==> src/rtl/cga_hdmi_rx_if.sv <==
// Pin and status bundle between a CGA parallel HDMI source and the cga_hdmi_rx receiver.
interface cga_hdmi_rx_if #(
    parameter int HCNT_W = 11,
    parameter int VCNT_W = 10
);
    logic              hdmi_red;
    logic              hdmi_grn;
    logic              hdmi_blu;
    logic              hdmi_int;
    logic              hdmi_grn_int;
    logic              hdmi_hs;
    logic              hdmi_vs;
    logic              hdmi_de;
    logic [3:0]        video;
    logic              display_enable;
    logic              hsync;
    logic              vsync;
    logic              code_err;
    logic [HCNT_W-1:0] h_total;
    logic [HCNT_W-1:0] h_active;
    logic [VCNT_W-1:0] v_active;
    logic              locked;
    logic              hs_pol;
    logic              vs_pol;

    modport master (
        output hdmi_red, hdmi_grn, hdmi_blu, hdmi_int, hdmi_grn_int, hdmi_hs, hdmi_vs, hdmi_de,
        input  video, display_enable, hsync, vsync, code_err,
        input  h_total, h_active, v_active, locked, hs_pol, vs_pol
    );

    modport slave (
        input  hdmi_red, hdmi_grn, hdmi_blu, hdmi_int, hdmi_grn_int, hdmi_hs, hdmi_vs, hdmi_de,
        output video, display_enable, hsync, vsync, code_err,
        output h_total, h_active, v_active, locked, hs_pol, vs_pol
    );
endinterface

==> src/rtl/cga_hdmi_rx.sv <==
// CGA parallel HDMI receiver: pin decode back to RGBI, sync normalisation, line/frame timing and lock.
// Optional macro CGA_HDMI_RX_POL_DETECT_EN enables sync polarity detection at DE rising edges.
module cga_hdmi_rx #(
    parameter int HCNT_W = 11,
    parameter int VCNT_W = 10
) (
    input  logic         clk,
    input  logic         reset,
    cga_hdmi_rx_if.slave bus
);
    typedef enum logic [1:0] {SEARCH, MEASURE, LOCKED} state_t;

    localparam logic [HCNT_W-1:0] HONE = {{(HCNT_W-1){1'b0}}, 1'b1};

    logic [1:0] rst_sync;
    logic       rst_i;

    // Assert immediately, release two clocks after the pin drops.
    always_ff @(posedge clk or posedge reset) begin
        if (reset) rst_sync <= 2'b11;
        else       rst_sync <= {rst_sync[0], 1'b0};
    end
    assign rst_i = rst_sync[1];

    logic red_p1, grn_p1, blu_p1, int_p1, gint_p1, hs_p1, vs_p1, de_p1;

    // Stage 1: pin capture
    always_ff @(posedge clk or posedge rst_i) begin
        if (rst_i) begin
            {red_p1, grn_p1, blu_p1, int_p1, gint_p1, hs_p1, vs_p1, de_p1} <= '0;
        end else begin
            red_p1  <= bus.hdmi_red;
            grn_p1  <= bus.hdmi_grn;
            blu_p1  <= bus.hdmi_blu;
            int_p1  <= bus.hdmi_int;
            gint_p1 <= bus.hdmi_grn_int;
            hs_p1   <= bus.hdmi_hs;
            vs_p1   <= bus.hdmi_vs;
            de_p1   <= bus.hdmi_de;
        end
    end

    logic hs_pol_r, vs_pol_r, pol_chg;
`ifdef CGA_HDMI_RX_POL_DETECT_EN
    logic de_prev;
    always_ff @(posedge clk or posedge rst_i) begin
        if (rst_i) begin
            de_prev  <= 1'b0;
            hs_pol_r <= 1'b0;
            vs_pol_r <= 1'b0;
        end else begin
            de_prev <= de_p1;
            if (de_p1 && !de_prev) begin
                hs_pol_r <= hs_p1;
                vs_pol_r <= vs_p1;
            end
        end
    end
    assign pol_chg = de_p1 & ~de_prev & ((hs_p1 != hs_pol_r) | (vs_p1 != vs_pol_r));
`else
    assign hs_pol_r = 1'b0;
    assign vs_pol_r = 1'b0;
    assign pol_chg  = 1'b0;
`endif

    logic hs_n, vs_n, brown;
    assign hs_n  = hs_p1 ^ hs_pol_r;
    assign vs_n  = vs_p1 ^ vs_pol_r;
    assign brown = red_p1 & ~grn_p1 & ~blu_p1 & ~int_p1 & gint_p1;

    logic [3:0] video_p2;
    logic       de_p2, hs_p2, vs_p2, err_p2;

    // Stage 2: decode and normalised sync outputs
    always_ff @(posedge clk or posedge rst_i) begin
        if (rst_i) begin
            video_p2 <= '0;
            {de_p2, hs_p2, vs_p2, err_p2} <= '0;
        end else begin
            video_p2 <= brown ? 4'b0110 : {int_p1, red_p1, grn_p1, blu_p1};
            de_p2    <= de_p1;
            hs_p2    <= hs_n;
            vs_p2    <= vs_n;
            err_p2   <= de_p1 & ~brown & (gint_p1 != int_p1);
        end
    end

    logic              hs_prev, vs_prev, line_ok;
    logic [HCNT_W-1:0] hcnt, decnt, h_meas, line_act;
    logic [VCNT_W-1:0] vcnt;
    logic [HCNT_W-1:0] h_meas_nx, line_act_nx;
    logic [VCNT_W-1:0] vcnt_nx;
    logic              hs_rise, vs_rise, sat_evt;

    assign hs_rise = hs_n & ~hs_prev;
    assign vs_rise = vs_n & ~vs_prev;
    assign sat_evt = (hcnt == '1) & ~hs_rise;

    // Line close is folded in first so a coincident vs edge snapshots the completed line.
    always_comb begin
        h_meas_nx   = h_meas;
        line_act_nx = line_act;
        vcnt_nx     = vcnt;
        if (hs_rise) begin
            if (line_ok) h_meas_nx = hcnt;
            if (decnt != '0) begin
                line_act_nx = decnt;
                vcnt_nx     = (vcnt == '1) ? vcnt : vcnt + 1'b1;
            end
        end
    end

    always_ff @(posedge clk or posedge rst_i) begin
        if (rst_i) begin
            hs_prev  <= 1'b0;
            vs_prev  <= 1'b0;
            line_ok  <= 1'b0;
            hcnt     <= '0;
            decnt    <= '0;
            h_meas   <= '0;
            line_act <= '0;
            vcnt     <= '0;
        end else begin
            hs_prev  <= hs_n;
            vs_prev  <= vs_n;
            h_meas   <= h_meas_nx;
            line_act <= line_act_nx;
            vcnt     <= vs_rise ? '0 : vcnt_nx;
            if (hs_rise)            hcnt <= HONE;
            else if (hcnt != '1)    hcnt <= hcnt + 1'b1;
            if (hs_rise)            decnt <= de_p1 ? HONE : '0;
            else if (de_p1 && decnt != '1) decnt <= decnt + 1'b1;
            if (sat_evt || pol_chg) line_ok <= 1'b0;
            else if (hs_rise)       line_ok <= 1'b1;
        end
    end

    state_t            state, state_nx;
    logic              ref_ld, ref_clr, out_ld, snap_match;
    logic [HCNT_W-1:0] ref_h, ref_a;
    logic [VCNT_W-1:0] ref_v;

    assign snap_match = (h_meas_nx == ref_h) && (line_act_nx == ref_a) && (vcnt_nx == ref_v);

    always_comb begin
        state_nx = state;
        ref_ld   = 1'b0;
        ref_clr  = 1'b0;
        out_ld   = 1'b0;
        if (sat_evt || pol_chg) begin
            state_nx = SEARCH;
            ref_clr  = 1'b1;
        end else if (vs_rise) begin
            case (state)
                SEARCH: begin
                    state_nx = MEASURE;
                    ref_ld   = 1'b1;
                end
                MEASURE: begin
                    out_ld = 1'b1;
                    if (snap_match) state_nx = LOCKED;
                    else            ref_ld   = 1'b1;
                end
                LOCKED: begin
                    out_ld = 1'b1;
                    if (!snap_match) begin
                        state_nx = MEASURE;
                        ref_ld   = 1'b1;
                    end
                end
                default: state_nx = SEARCH;
            endcase
        end
    end

    logic [HCNT_W-1:0] h_total_r, h_active_r;
    logic [VCNT_W-1:0] v_active_r;

    always_ff @(posedge clk or posedge rst_i) begin
        if (rst_i) begin
            state      <= SEARCH;
            ref_h      <= '0;
            ref_a      <= '0;
            ref_v      <= '0;
            h_total_r  <= '0;
            h_active_r <= '0;
            v_active_r <= '0;
        end else begin
            state <= state_nx;
            if (ref_clr) begin
                ref_h <= '0;
                ref_a <= '0;
                ref_v <= '0;
            end else if (ref_ld) begin
                ref_h <= h_meas_nx;
                ref_a <= line_act_nx;
                ref_v <= vcnt_nx;
            end
            if (out_ld) begin
                h_total_r  <= h_meas_nx;
                h_active_r <= line_act_nx;
                v_active_r <= vcnt_nx;
            end
        end
    end

    assign bus.video          = video_p2;
    assign bus.display_enable = de_p2;
    assign bus.hsync          = hs_p2;
    assign bus.vsync          = vs_p2;
    assign bus.code_err       = err_p2;
    assign bus.h_total        = h_total_r;
    assign bus.h_active       = h_active_r;
    assign bus.v_active       = v_active_r;
    assign bus.locked         = (state == LOCKED);
    assign bus.hs_pol         = hs_pol_r;
    assign bus.vs_pol         = vs_pol_r;
endmodule

==> src/flat_wrapper.sv <==
// flat-port wrapper written by rule: the top's interface ports become plain ports
module cga_hdmi_rx_flat 
#(
    parameter int HCNT_W = 11,
    parameter int VCNT_W = 10
)
  (clk, reset, bus_hdmi_red, bus_hdmi_grn, bus_hdmi_blu, bus_hdmi_int, bus_hdmi_grn_int, bus_hdmi_hs, bus_hdmi_vs, bus_hdmi_de, bus_video, bus_display_enable, bus_hsync, bus_vsync, bus_code_err, bus_h_total, bus_h_active, bus_v_active, bus_locked, bus_hs_pol, bus_vs_pol);
  cga_hdmi_rx_if #(.HCNT_W(HCNT_W), .VCNT_W(VCNT_W)) bus_i ();
  input  logic clk;
  input  logic reset;
  input wire logic [$bits(bus_i.hdmi_red)-1:0] bus_hdmi_red;
  input wire logic [$bits(bus_i.hdmi_grn)-1:0] bus_hdmi_grn;
  input wire logic [$bits(bus_i.hdmi_blu)-1:0] bus_hdmi_blu;
  input wire logic [$bits(bus_i.hdmi_int)-1:0] bus_hdmi_int;
  input wire logic [$bits(bus_i.hdmi_grn_int)-1:0] bus_hdmi_grn_int;
  input wire logic [$bits(bus_i.hdmi_hs)-1:0] bus_hdmi_hs;
  input wire logic [$bits(bus_i.hdmi_vs)-1:0] bus_hdmi_vs;
  input wire logic [$bits(bus_i.hdmi_de)-1:0] bus_hdmi_de;
  output wire logic [$bits(bus_i.video)-1:0] bus_video;
  output wire logic [$bits(bus_i.display_enable)-1:0] bus_display_enable;
  output wire logic [$bits(bus_i.hsync)-1:0] bus_hsync;
  output wire logic [$bits(bus_i.vsync)-1:0] bus_vsync;
  output wire logic [$bits(bus_i.code_err)-1:0] bus_code_err;
  output wire logic [$bits(bus_i.h_total)-1:0] bus_h_total;
  output wire logic [$bits(bus_i.h_active)-1:0] bus_h_active;
  output wire logic [$bits(bus_i.v_active)-1:0] bus_v_active;
  output wire logic [$bits(bus_i.locked)-1:0] bus_locked;
  output wire logic [$bits(bus_i.hs_pol)-1:0] bus_hs_pol;
  output wire logic [$bits(bus_i.vs_pol)-1:0] bus_vs_pol;
  assign bus_i.hdmi_red = bus_hdmi_red;
  assign bus_i.hdmi_grn = bus_hdmi_grn;
  assign bus_i.hdmi_blu = bus_hdmi_blu;
  assign bus_i.hdmi_int = bus_hdmi_int;
  assign bus_i.hdmi_grn_int = bus_hdmi_grn_int;
  assign bus_i.hdmi_hs = bus_hdmi_hs;
  assign bus_i.hdmi_vs = bus_hdmi_vs;
  assign bus_i.hdmi_de = bus_hdmi_de;
  assign bus_video = bus_i.video;
  assign bus_display_enable = bus_i.display_enable;
  assign bus_hsync = bus_i.hsync;
  assign bus_vsync = bus_i.vsync;
  assign bus_code_err = bus_i.code_err;
  assign bus_h_total = bus_i.h_total;
  assign bus_h_active = bus_i.h_active;
  assign bus_v_active = bus_i.v_active;
  assign bus_locked = bus_i.locked;
  assign bus_hs_pol = bus_i.hs_pol;
  assign bus_vs_pol = bus_i.vs_pol;
  cga_hdmi_rx #(.HCNT_W(HCNT_W), .VCNT_W(VCNT_W)) u_core (.clk(clk), .reset(reset), .bus(bus_i));
endmodule
==> config.mk <==
export PLATFORM = sky130hd
export DESIGN_NAME = cga_hdmi_rx_flat
export DESIGN_NICKNAME = d
export VERILOG_FILES = /design/src/rtl/cga_hdmi_rx_if.sv /design/src/rtl/cga_hdmi_rx.sv /design/src/flat_wrapper.sv
export SDC_FILE = /design/constraint.sdc
export NUM_CORES = 1
export LEC_CHECK = 0
export CAP_MARGIN = 15
export CORE_MARGIN = 4
export CORE_UTILIZATION = 50
export DETAILED_ROUTE_END_ITERATION = 10
export MAX_ROUTING_LAYER = met4
export PLACE_DENSITY = 0.77
export SETUP_SLACK_MARGIN = 0.5
export SLEW_MARGIN = 20
export SYNTH_ARGS = -nofsm -noshare
export SYNTH_HDL_FRONTEND = slang
export SYNTH_SLANG_ARGS = --single-unit
==> constraint.sdc <==
create_clock -name clk -period 8.68 [get_ports clk]
set_input_delay 0.868 -clock clk [delete_from_list [all_inputs] [get_ports clk]]
set_output_delay 0.868 -clock clk [all_outputs]
set_load 0.03 [all_outputs]
Word-level counts from Yosys, hierarchy flattened
Cells that the tools add are included.

Reduce and logical (&&, ||, !) cells: 12. Bitwise gates (word level): 16. $add $sub $neg: 3. Mux-type cells: 35. Equal/unequal tests: 12.

Operators with widths (count): 11-bit two-way mux (12); 10-bit two-way mux (6); 11-bit by 1-bit adder with 11-bit output, second input constant (2); 11-bit == test (2); 11-bit != test, second input constant (2); 11-bit == test, second input constant (1); 11-bit nonzero test (1); 10-bit by 1-bit adder with 10-bit output, second input constant (1); 10-bit == test (1); 10-bit == test, second input constant (1); 1-bit two-way mux (10); 2-bit nonzero test (5); 1-bit AND (9); 2-bit two-way mux (4); 1-bit inverter (7); 2-bit case mux with 3 select lines (1); 4-bit two-way mux (1); 1-bit logical AND (3); 3-bit by 1-bit != test with 1-bit output, second input constant (1); 3-bit by 2-bit != test with 1-bit output, second input constant (1); 3-bit AND reduction (1); 2-bit by 1-bit == test with 1-bit output, second input constant (1); 2-bit == test, second input constant (1); 2-bit zero test (1); other kinds (3) (3).

Input port bits: 10. Logic and storage cells: 105. Register bits: 139. Output and inout bits: 43.

Longest topological paths before layout
Gate-level depths: netlist (run 1).

Word-level depth: 12. Depth in mapped cells: 13. Gate-level depth less buffers: 11.

Worst setup path before layout (run 1)
Ideal clock, no wire load.

Path kind: register to register. From: reg u_core.decnt[0]. To: reg u_core.ref_a[0]. Buffers on the path: 2. Arrival: 2875 ps. Period minus slack after synthesis: 2954 ps. Slack: 5726 ps. Data required time: 8601 ps. Cell stages (with the launch flop): 14. Cell sequence: dfrtp_1 -> inv_1 -> ha_1 -> nor2b_1 -> a31oi_2 -> buf_2 -> a311oi_1 -> a211o_1 -> nand4_1 -> nor4b_4 -> a21boi_2 -> o21ai_4 -> buf_12 -> mux2i_1.

Cells in the longest elaborated chain, start to end: 11.

RTL lines: start, declared (RTL line cga_hdmi_rx.sv:89) `logic [HCNT_W-1:0] hcnt, decnt, h_meas, line_act;`; start signal, assigned (RTL line cga_hdmi_rx.sv:131) `if (hs_rise) decnt <= de_p1 ? HONE : '0;`; start signal, assigned (RTL line cga_hdmi_rx.sv:132) `else if (de_p1 && decnt != '1) decnt <= decnt + 1'b1;`; 11-bit nonzero test (RTL line cga_hdmi_rx.sv:106) `if (decnt != '0) begin`; 11-bit two-way mux (RTL line cga_hdmi_rx.sv:106); 11-bit two-way mux (RTL line cga_hdmi_rx.sv:104) `if (hs_rise) begin`; 11-bit == test (RTL line cga_hdmi_rx.sv:143) `assign snap_match = (h_meas_nx == ref_h) && (line_act_nx == ref_a) && (vcnt_nx == ref_v);`; 1-bit logical AND (2 in a row) (RTL line cga_hdmi_rx.sv:143); 1-bit two-way mux (RTL line cga_hdmi_rx.sv:161, cga_hdmi_rx.sv:166); 1-bit case mux with 2 select lines (RTL line cga_hdmi_rx.sv:154) `case (state)`; 1-bit two-way mux (RTL line cga_hdmi_rx.sv:153) `end else if (vs_rise) begin`; 1-bit two-way mux (RTL line cga_hdmi_rx.sv:150) `if (sat_evt || pol_chg) begin`; 2-bit nonzero test (no line); end signal, assigned (RTL line cga_hdmi_rx.sv:196) `ref_a <= line_act_nx;`; end, declared (RTL line cga_hdmi_rx.sv:140) `logic [HCNT_W-1:0] ref_h, ref_a;`.

Parallel ways exist; a longest one is shown, timed or not. The select of a mux whose other input is x is not followed. A chain may end at the register's enable or synchronous reset.

Worst setup path after layout (run 1)
From: reg u_core.decnt[2]. To: reg u_core.ref_v[1].

Cells in the longest elaborated chain, start to end: 11.

RTL lines: 11-bit nonzero test (RTL line cga_hdmi_rx.sv:106); 11-bit two-way mux (RTL line cga_hdmi_rx.sv:106); 11-bit two-way mux (RTL line cga_hdmi_rx.sv:104); 11-bit == test (RTL line cga_hdmi_rx.sv:143); 1-bit logical AND (2 in a row) (RTL line cga_hdmi_rx.sv:143); 1-bit two-way mux (RTL line cga_hdmi_rx.sv:161, cga_hdmi_rx.sv:166); 1-bit case mux with 2 select lines (RTL line cga_hdmi_rx.sv:154); 1-bit two-way mux (RTL line cga_hdmi_rx.sv:153); 1-bit two-way mux (RTL line cga_hdmi_rx.sv:150); 2-bit nonzero test (no line); end signal, assigned (RTL line cga_hdmi_rx.sv:197) `ref_v <= vcnt_nx;`; end, declared (RTL line cga_hdmi_rx.sv:141) `logic [VCNT_W-1:0] ref_v;`.

Parallel ways exist; a longest one is shown, timed or not. The select of a mux whose other input is x is not followed.

==> flow_summary.json, run 1 <==
{
  "endpoint_kind": "flip-flop",
  "netlist_area_mm2": 0.00704,
  "final_max_slew_viol_count": 0,
  "cts_tree": "built",
  "start_util": 0.509,
  "core_mm2": 0.0138,
  "path_class": "reg -> reg",
  "seq_area_frac_synth": 0.495,
  "cts_setup_buffers": 0,
  "status": "finished, final reports clean",
  "crit_chain": "or4_1 -> o31ai_4 -> a22oi_1 -> xor2_1 -> nand2_1 -> nor4_4 -> a21boi_2 -> o21ai_4 -> buf_4 -> mux2i_1",
  "syn_to_final_growth_pct": 17.0,
  "cap_violations": 0,
  "synth_top_cell_by_area": "dfrtp_1",
  "synthArstFlopShare": 1.00,
  "numCtsBuffers": 17,
  "fin_worst_skew_ns": 0.00682,
  "hpwlAfterDp_um": 10700,
  "cp.arrival_ns": 4.46,
  "antenna_found_initial": 0,
  "overflow": 0,
  "synth_most_common_cell": "dfrtp_1",
  "synth.distinct_cells": 73,
  "hold_viol_final": 0,
  "synth-main-ff-cell": "dfrtp_1",
  "intPower_w": 0.00152,
  "clk_pin_slew_ns": 0.06,
  "powerDensity_mw_per_mm2": 271,
  "rsz0062_at_grt": "false",
  "synth_top_area_frac": 0.487,
  "leakage_nw": 4.02,
  "io_pins": 53,
  "drtAntennaViolNets": 0,
  "cp_slowest_cell": "or4_1",
  "period_minus_slack_ns": 4.12,
  "n_antenna_cell": 0,
  "synth_edf_count": 0,
  "crit_fanout": 29,
  "syn_inst": 696,
  "grt.total_usage": 0.216,
  "cts.sinks": 139,
  "clkLatencyLatePin_ns": 0.43,
  "routabilityCongestion": 0.963,
  "period_share": 0.475,
  "worst_hold_path_type": "reg -> async",
  "drive_gt1_frac": 0.0897,
  "vdd_drop_max_uv": 160,
  "wl_per_cell_um": 17.1,
  "dieArea_mm2": 0.0160,
  "placed_cells": 895,
  "rows": 43,
  "comb_power_share": 0.251,
  "cts_resized": 0,
  "route.detailed.drc": 0,
  "ys_ff_latch": 139,
  "grt_max_degree": 86,
  "cts-root-buf": "clkbuf_16",
  "avgSynthCellArea_um2": 10.1,
  "synth_area_leaders": "dfrtp_1 (49%), mux2i_1 (8.1%), nand2_1 (6.2%)",
  "numPortBuffers": 50,
  "p_seq_frac": 0.377,
  "final_nets": 753,
  "fmax_ghz": 0.243,
  "die-height_um": 127,
  "drt-vias-per-instance": 5.66,
  "finalSetupViolCount": 0,
  "power_frac_clock": 0.373,
  "slowest_delay_ns": 0.76,
  "grt_pass1_wl_um": 26800,
  "tns_ns": 0,
  "grt_pass1_vias": 5371,
  "detailroute.via_count": 5245,
  "worstMarginPinSlew_ns": 1.06,
  "p_sw_frac": 0.316,
  "yosys_warnings": 0,
  "switching_power_w": 0.000705,
  "die_w_um": 127,
  "wirelength_um": 15900,
  "crit_required_ns": 9.02,
  "drt_iter0_markers": 426,
  "synth_common_cells": "dfrtp_1 (137), nand2_1 (116), mux2i_1 (57), nor2_1 (45), inv_1 (42)",
  "nFillCells": 1127,
  "ctsHoldBuffers": 0,
  "max-clock-path-buffers": 2,
  "first_pass_iters": 5,
  "cts_max_level": 4,
  "slew_headroom": 0.294,
  "final_cells": 927,
  "cp-start-kind": "flip-flop"
}
-- power groups by stage --
stage	Sequential (W)	Combinational, W	Clock (W)
finish	0.000840	0.000558	0.000831
global route	0.000851	0.000612	0.000867
CTS	0.000837	0.000561	0.000838
global placement	0.000839	0.000535	0
floorplan	0.000865	0.000383	0
detailed placement	0.000846	0.000553	0
-- cells in the final DEF (no fill, tap or decap), drive strengths merged, types with 6 or more instances in the layout --
cell,instances
nand4,14
or2,8
a31oi,6
o21ai,43
nor3,9
mux2i,58
dfrtp,137
bufinv,6
nor4,8
xor2,29
nand3,13
clkbuf,21
clkdlybuf4s50,50
ha,9
inv,42
a21oi,11
nand2,116
xnor2,16
nand2b,8
nor2b,15
nor2,45
-- final cells by class --
| class | count | area, um2 | share of cell area |
|---|---|---|---|
| clock buffers | 21 | 460 | 0.0559 |
| clock inverters | 11 | 218 | 0.0264 |
| well taps | 180 | 225 | 0.0273 |
| repair buffers | 55 | 542 | 0.0658 |
| multi-input cells | 479 | 3150 | 0.382 |
| inverters | 42 | 163 | 0.0197 |
| flip-flops and latches | 139 | 3480 | 0.423 |
-- routing by layer --
metal / track usage / vias to the layer above / share of wire
met4: 0.0839 / 0 / 0.023
met2: 0.329 / 150 / 0.48
li1: - / 2446 / -
met5: - / - / 0
met3: 0.0480 / 38 / 0.041
met1: 0.284 / 2611 / 0.46
-- stage by stage --
stage	instance area [um2]	worst slack [ns]	util	total power, W	hold WS, ns
global placement	7560	4.78	0.546	0.00137	0.297
floorplan	7050	4.68	-	0.00125	0.345
CTS	8230	4.55	0.596	0.00224	0.315
detailed placement	7560	4.58	0.546	0.00140	0.312
finish	8240	4.56	0.596	0.00223	0.290
global route	8240	4.33	0.596	0.00233	0.347
-- path summary, 6_finish.rpt --
path / slack [ns] / to / startpoint / cells past startpoint
min in group clk: 0.36 / u_core.rst_sync[1] / u_core.rst_sync[0] / 0
worst min register to register: 0.29 / u_core.blu_p1 / u_core.rst_sync[1] / 1
max in group asynchronous: 7.28 / u_core.vcnt[2] / u_core.rst_sync[1] / 2
worst min-delay path: 0.29 / u_core.blu_p1 / u_core.rst_sync[1] / 1
worst max register to register: 4.56 / u_core.ref_v[1] / u_core.decnt[2] / 10
worst max-delay path: 4.56 / u_core.ref_v[1] / u_core.decnt[2] / 10
-- state kept, by name, summed over array words and instances (netlist names), 2 cells and up --
| register | flops |
|---|---|
| u_core.h_meas | 11 |
| u_core.bus.v_active | 10 |
| u_core.state | 2 |
| u_core.ref_v | 10 |
| u_core.bus.video | 4 |
| u_core.bus.h_active | 11 |
| u_core.rst_sync | 2 |
| u_core.hcnt | 11 |
| u_core.ref_h | 11 |
| u_core.line_act | 11 |
| u_core.bus.h_total | 11 |
| u_core.ref_a | 11 |
| u_core.vcnt | 10 |
| u_core.decnt | 11 |
-- worst max-delay path: cells and delay by family, from the launching register on --
| family | cells | cell delay [ns] |
|---|---|---|
| xor gates and xnor gates | 1 | 0.25 |
| DFF | 1 | 0.48 |
| and+or+nand+nor | 3 | 1.18 |
| buffers and inverters | 1 | 0.51 |
| muxes | 1 | 0.29 |
| AOI/OAI and AO/OA | 4 | 1.32 |
-- cell families (layout without fill, tap and decap cells) --
| kind of cell | count (synthesis) | count (layout) | synth area share |
|---|---|---|---|
| fa+ha+maj | 9 | 9 | 0.0160 |
| other cells | 1 | 3 | 0.000533 |
| buf+inv | 80 | 129 | 0.0604 |
| xor+xnor | 46 | 46 | 0.0592 |
| simple gates | 253 | 253 | 0.178 |
| compound gates | 110 | 110 | 0.108 |
| flops | 139 | 139 | 0.495 |
| mux | 58 | 58 | 0.0830 |
No activity file was read; power rests on OpenSTA's default activity.
==> run 2: changes to the inputs <==
--- a/config.mk
+++ b/config.mk
@@ -10,7 +10,7 @@
 export CORE_UTILIZATION = 50
 export DETAILED_ROUTE_END_ITERATION = 10
 export MAX_ROUTING_LAYER = met4
-export PLACE_DENSITY = 0.77
+export PLACE_DENSITY = 0.8
 export SETUP_SLACK_MARGIN = 0.5
 export SLEW_MARGIN = 20
 export SYNTH_ARGS = -nofsm -noshare
==> constraint.sdc (replaced) <==
create_clock -name clk -period 3.7 [get_ports clk]
set_input_delay 0.37 -clock clk [delete_from_list [all_inputs] [get_ports clk]]
set_output_delay 0.37 -clock clk [all_outputs]
set_load 0.03 [all_outputs]
==> run 2 against run 1 <==
Net effect: global-route usage increased by 1.6 points; critical path depth rose by 2; sequential share of layout area shrank 2.4 points; hold slack lost 0.029 ns; worst setup slack lost 4.1 ns; total power is 130% higher; highest routed layer unchanged.
==> flow_summary.json, run 2 (synthesis gave the netlist of run 1 again) <==
{
  "status": "finished, final reports clean",
  "ff2ff_path_depth": 12,
  "tns_ns": 0,
  "antenna_found_initial": 1,
  "grt_max_degree": 61,
  "finalSetupViolCount": 0,
  "first_pass_iters": 5,
  "worstMarginPinSlew_ns": 0.701,
  "drive_gt1_frac": 0.187,
  "fin_worst_skew_ns": 0.00838,
  "wl_per_cell_um": 18.3,
  "slew_headroom": 0.532,
  "ctsHoldBuffers": 0,
  "cts-root-buf": "clkbuf_16",
  "most-common-layout-cells": "dfrtp_1 (126), nand2_1 (115), mux2i_1 (53), clkdlybuf4s50_1 (50), nor2_1 (45)",
  "rsz0062_at_grt": "true",
  "worst_hold_path_type": "in -> async",
  "numCtsBuffers": 17,
  "endpoint_kind": "flip-flop",
  "dieArea_mm2": 0.0160,
  "vdd_drop_max_uv": 343,
  "numPortBuffers": 50,
  "detailroute.via_count": 5630,
  "cts_tree": "built",
  "drt_iter0_markers": 719,
  "drtAntennaViolNets": 0,
  "io_pins": 53,
  "clkLatencyLatePin_ns": 0.43,
  "die_w_um": 127,
  "placed_area_mm2": 0.00766,
  "grt_pass1_wl_um": 28700,
  "hpwlAfterDp_um": 11100,
  "hold_viol_final": 0,
  "crit_fanout": 5,
  "final_common_cell": "dfrtp_1",
  "clk_pin_slew_ns": 0.06,
  "reg2reg_slack_ns": 0.49,
  "period_minus_slack_ns": 3.21,
  "max-clock-path-buffers": 2,
  "wirelength_um": 17900,
  "grt.total_usage": 0.232,
  "r2r-end": "u_core.state[0]",
  "finalInstanceArea_mm2": 0.00877,
  "cts.sinks": 139,
  "rows": 43,
  "cp.arrival_ns": 3.54,
  "overflow": 0,
  "core_mm2": 0.0138,
  "cap_violations": 0,
  "fmax_ghz": 0.311,
  "cts_max_level": 4,
  "final_max_slew_viol_count": 0,
  "powerDensity_mw_per_mm2": 596,
  "crit_required_ns": 4.03,
  "cp-start-kind": "flip-flop",
  "leakage_nw": 4.22,
  "die-height_um": 127,
  "drt-vias-per-instance": 5.78,
  "path_class": "reg -> reg",
  "nFillCells": 1033,
  "routabilityCongestion": 0.905,
  "final_nets": 799,
  "route.detailed.drc": 0,
  "period_share": 0.868,
  "grt_pass1_vias": 5732,
  "reg2reg_from": "u_core.decnt[7]",
  "syn_to_final_growth_pct": 24.6,
  "ff_latch_area_mm2": 0.00349,
  "start_util": 0.509,
  "multi_input_area_mm2": 0.00332
}
## run 2: changes by cell type in the layout (fill, tap and decap cells not counted), moves of 3 or more
cell and delta:
a311oi_1 -4, mux2i_1 -4, dfrtp_2 +11, clkinvlp_4 +3, a311oi_2 +4, inv_6 +4, buf_6 +5, nor4_1 -3
buf_4 +34, dfrtp_1 -11, bufinv_16 -5
## run 2: layout make-up
class / instances / area share
Antenna cell: 1 / 0.000285
Multi-Input combinational cell: 480 / 0.379
Tap cell: 180 / 0.0257
Inverter: 42 / 0.0184
Timing Repair Buffer: 100 / 0.113
Sequential cell: 139 / 0.399
Clock buffer: 18 / 0.0501
Clock inverter: 14 / 0.0154
## run 2: what timing repair did
| item | in CTS | in global routing |
|---|---|---|
| gates cloned | 2 | 2 |
| pin swaps | 8 | 19 |
| endpoints found under the setup margin | 34 | 34 |
| setup buffers | 22 | 9 |
| gates resized for setup | 22 | 31 |
## run 2: metal layers
| metal | part of all wire | vias up | GRT usage | routed length [um] |
|---|---|---|---|---|
| met1 | 0.42 | 2763 | 0.297 | 7590 |
| met5 | 0 | - | - | 0 |
| met2 | 0.48 | 257 | 0.354 | 8640 |
| li1 | - | 2544 | - | - |
| met4 | 0.036 | 0 | 0.102 | 649 |
| met3 | 0.055 | 66 | 0.0535 | 981 |
## run 2: worst max-delay path: stages, from the launching register on
cell,delay (ns)
dfrtp_2,0.42
or4_4,0.60
o31ai_4,0.24
buf_6,0.15
buf_4,0.12
a22oi_1,0.09
xor2_1,0.22
nand2_1,0.12
nor4_4,0.28
buf_4,0.17
nand2_1,0.08
a211o_1,0.35
a211oi_2,0.27
## run 2: where the power goes
| part | internal (W) | switching, W | leakage (nW) | total, W |
|---|---|---|---|---|
| registers | 0.00174 | 0.000221 | 1.83 | 0.00197 |
| logic | 0.000707 | 0.000909 | 2.12 | 0.00162 |
| clock network | 0.000952 | 0.000691 | 0.270 | 0.00164 |
## run 2: how the worst max path moves through the flow
stage                          startpoint         endpoint  cells past startpoint
final                     u_core.decnt[7]  u_core.state[0]                     12
after global routing       u_core.vcnt[4]  u_core.state[0]                     10
after detailed placement  u_core.decnt[0]  u_core.ref_a[9]                     12
after floorplan           u_core.decnt[0]  u_core.ref_a[0]                     13
after CTS                 u_core.decnt[2]  u_core.ref_v[3]                     11
after global placement    u_core.decnt[0]  u_core.ref_v[0]                     12
## run 2: metrics by stage
| stage | utilization | hold WS (ns) | setup slack, ns | power [W] | std cells |
|---|---|---|---|---|---|
| after floorplan | - | 0.282 | 0.746 | 0.00293 | 698 |
| after CTS | 0.617 | 0.256 | 0.457 | 0.00510 | 962 |
| after global routing | 0.634 | 0.261 | 0.394 | 0.00547 | 974 |
| final | 0.634 | 0.261 | 0.489 | 0.00522 | 974 |
| after detailed placement | 0.554 | 0.349 | 0.215 | 0.00331 | 906 |
| after global placement | 0.554 | 0.348 | 0.339 | 0.00325 | 906 |
==> run 3: changes to the inputs <==
--- a/config.mk
+++ b/config.mk
@@ -12,7 +12,6 @@
 export MAX_ROUTING_LAYER = met4
 export PLACE_DENSITY = 0.8
 export SETUP_SLACK_MARGIN = 0.5
-export SLEW_MARGIN = 20
 export SYNTH_ARGS = -nofsm -noshare
 export SYNTH_HDL_FRONTEND = slang
 export SYNTH_SLANG_ARGS = --single-unit
==> results of run 3 <==
Final layout, timing and power as in run 2 (identical DEF).
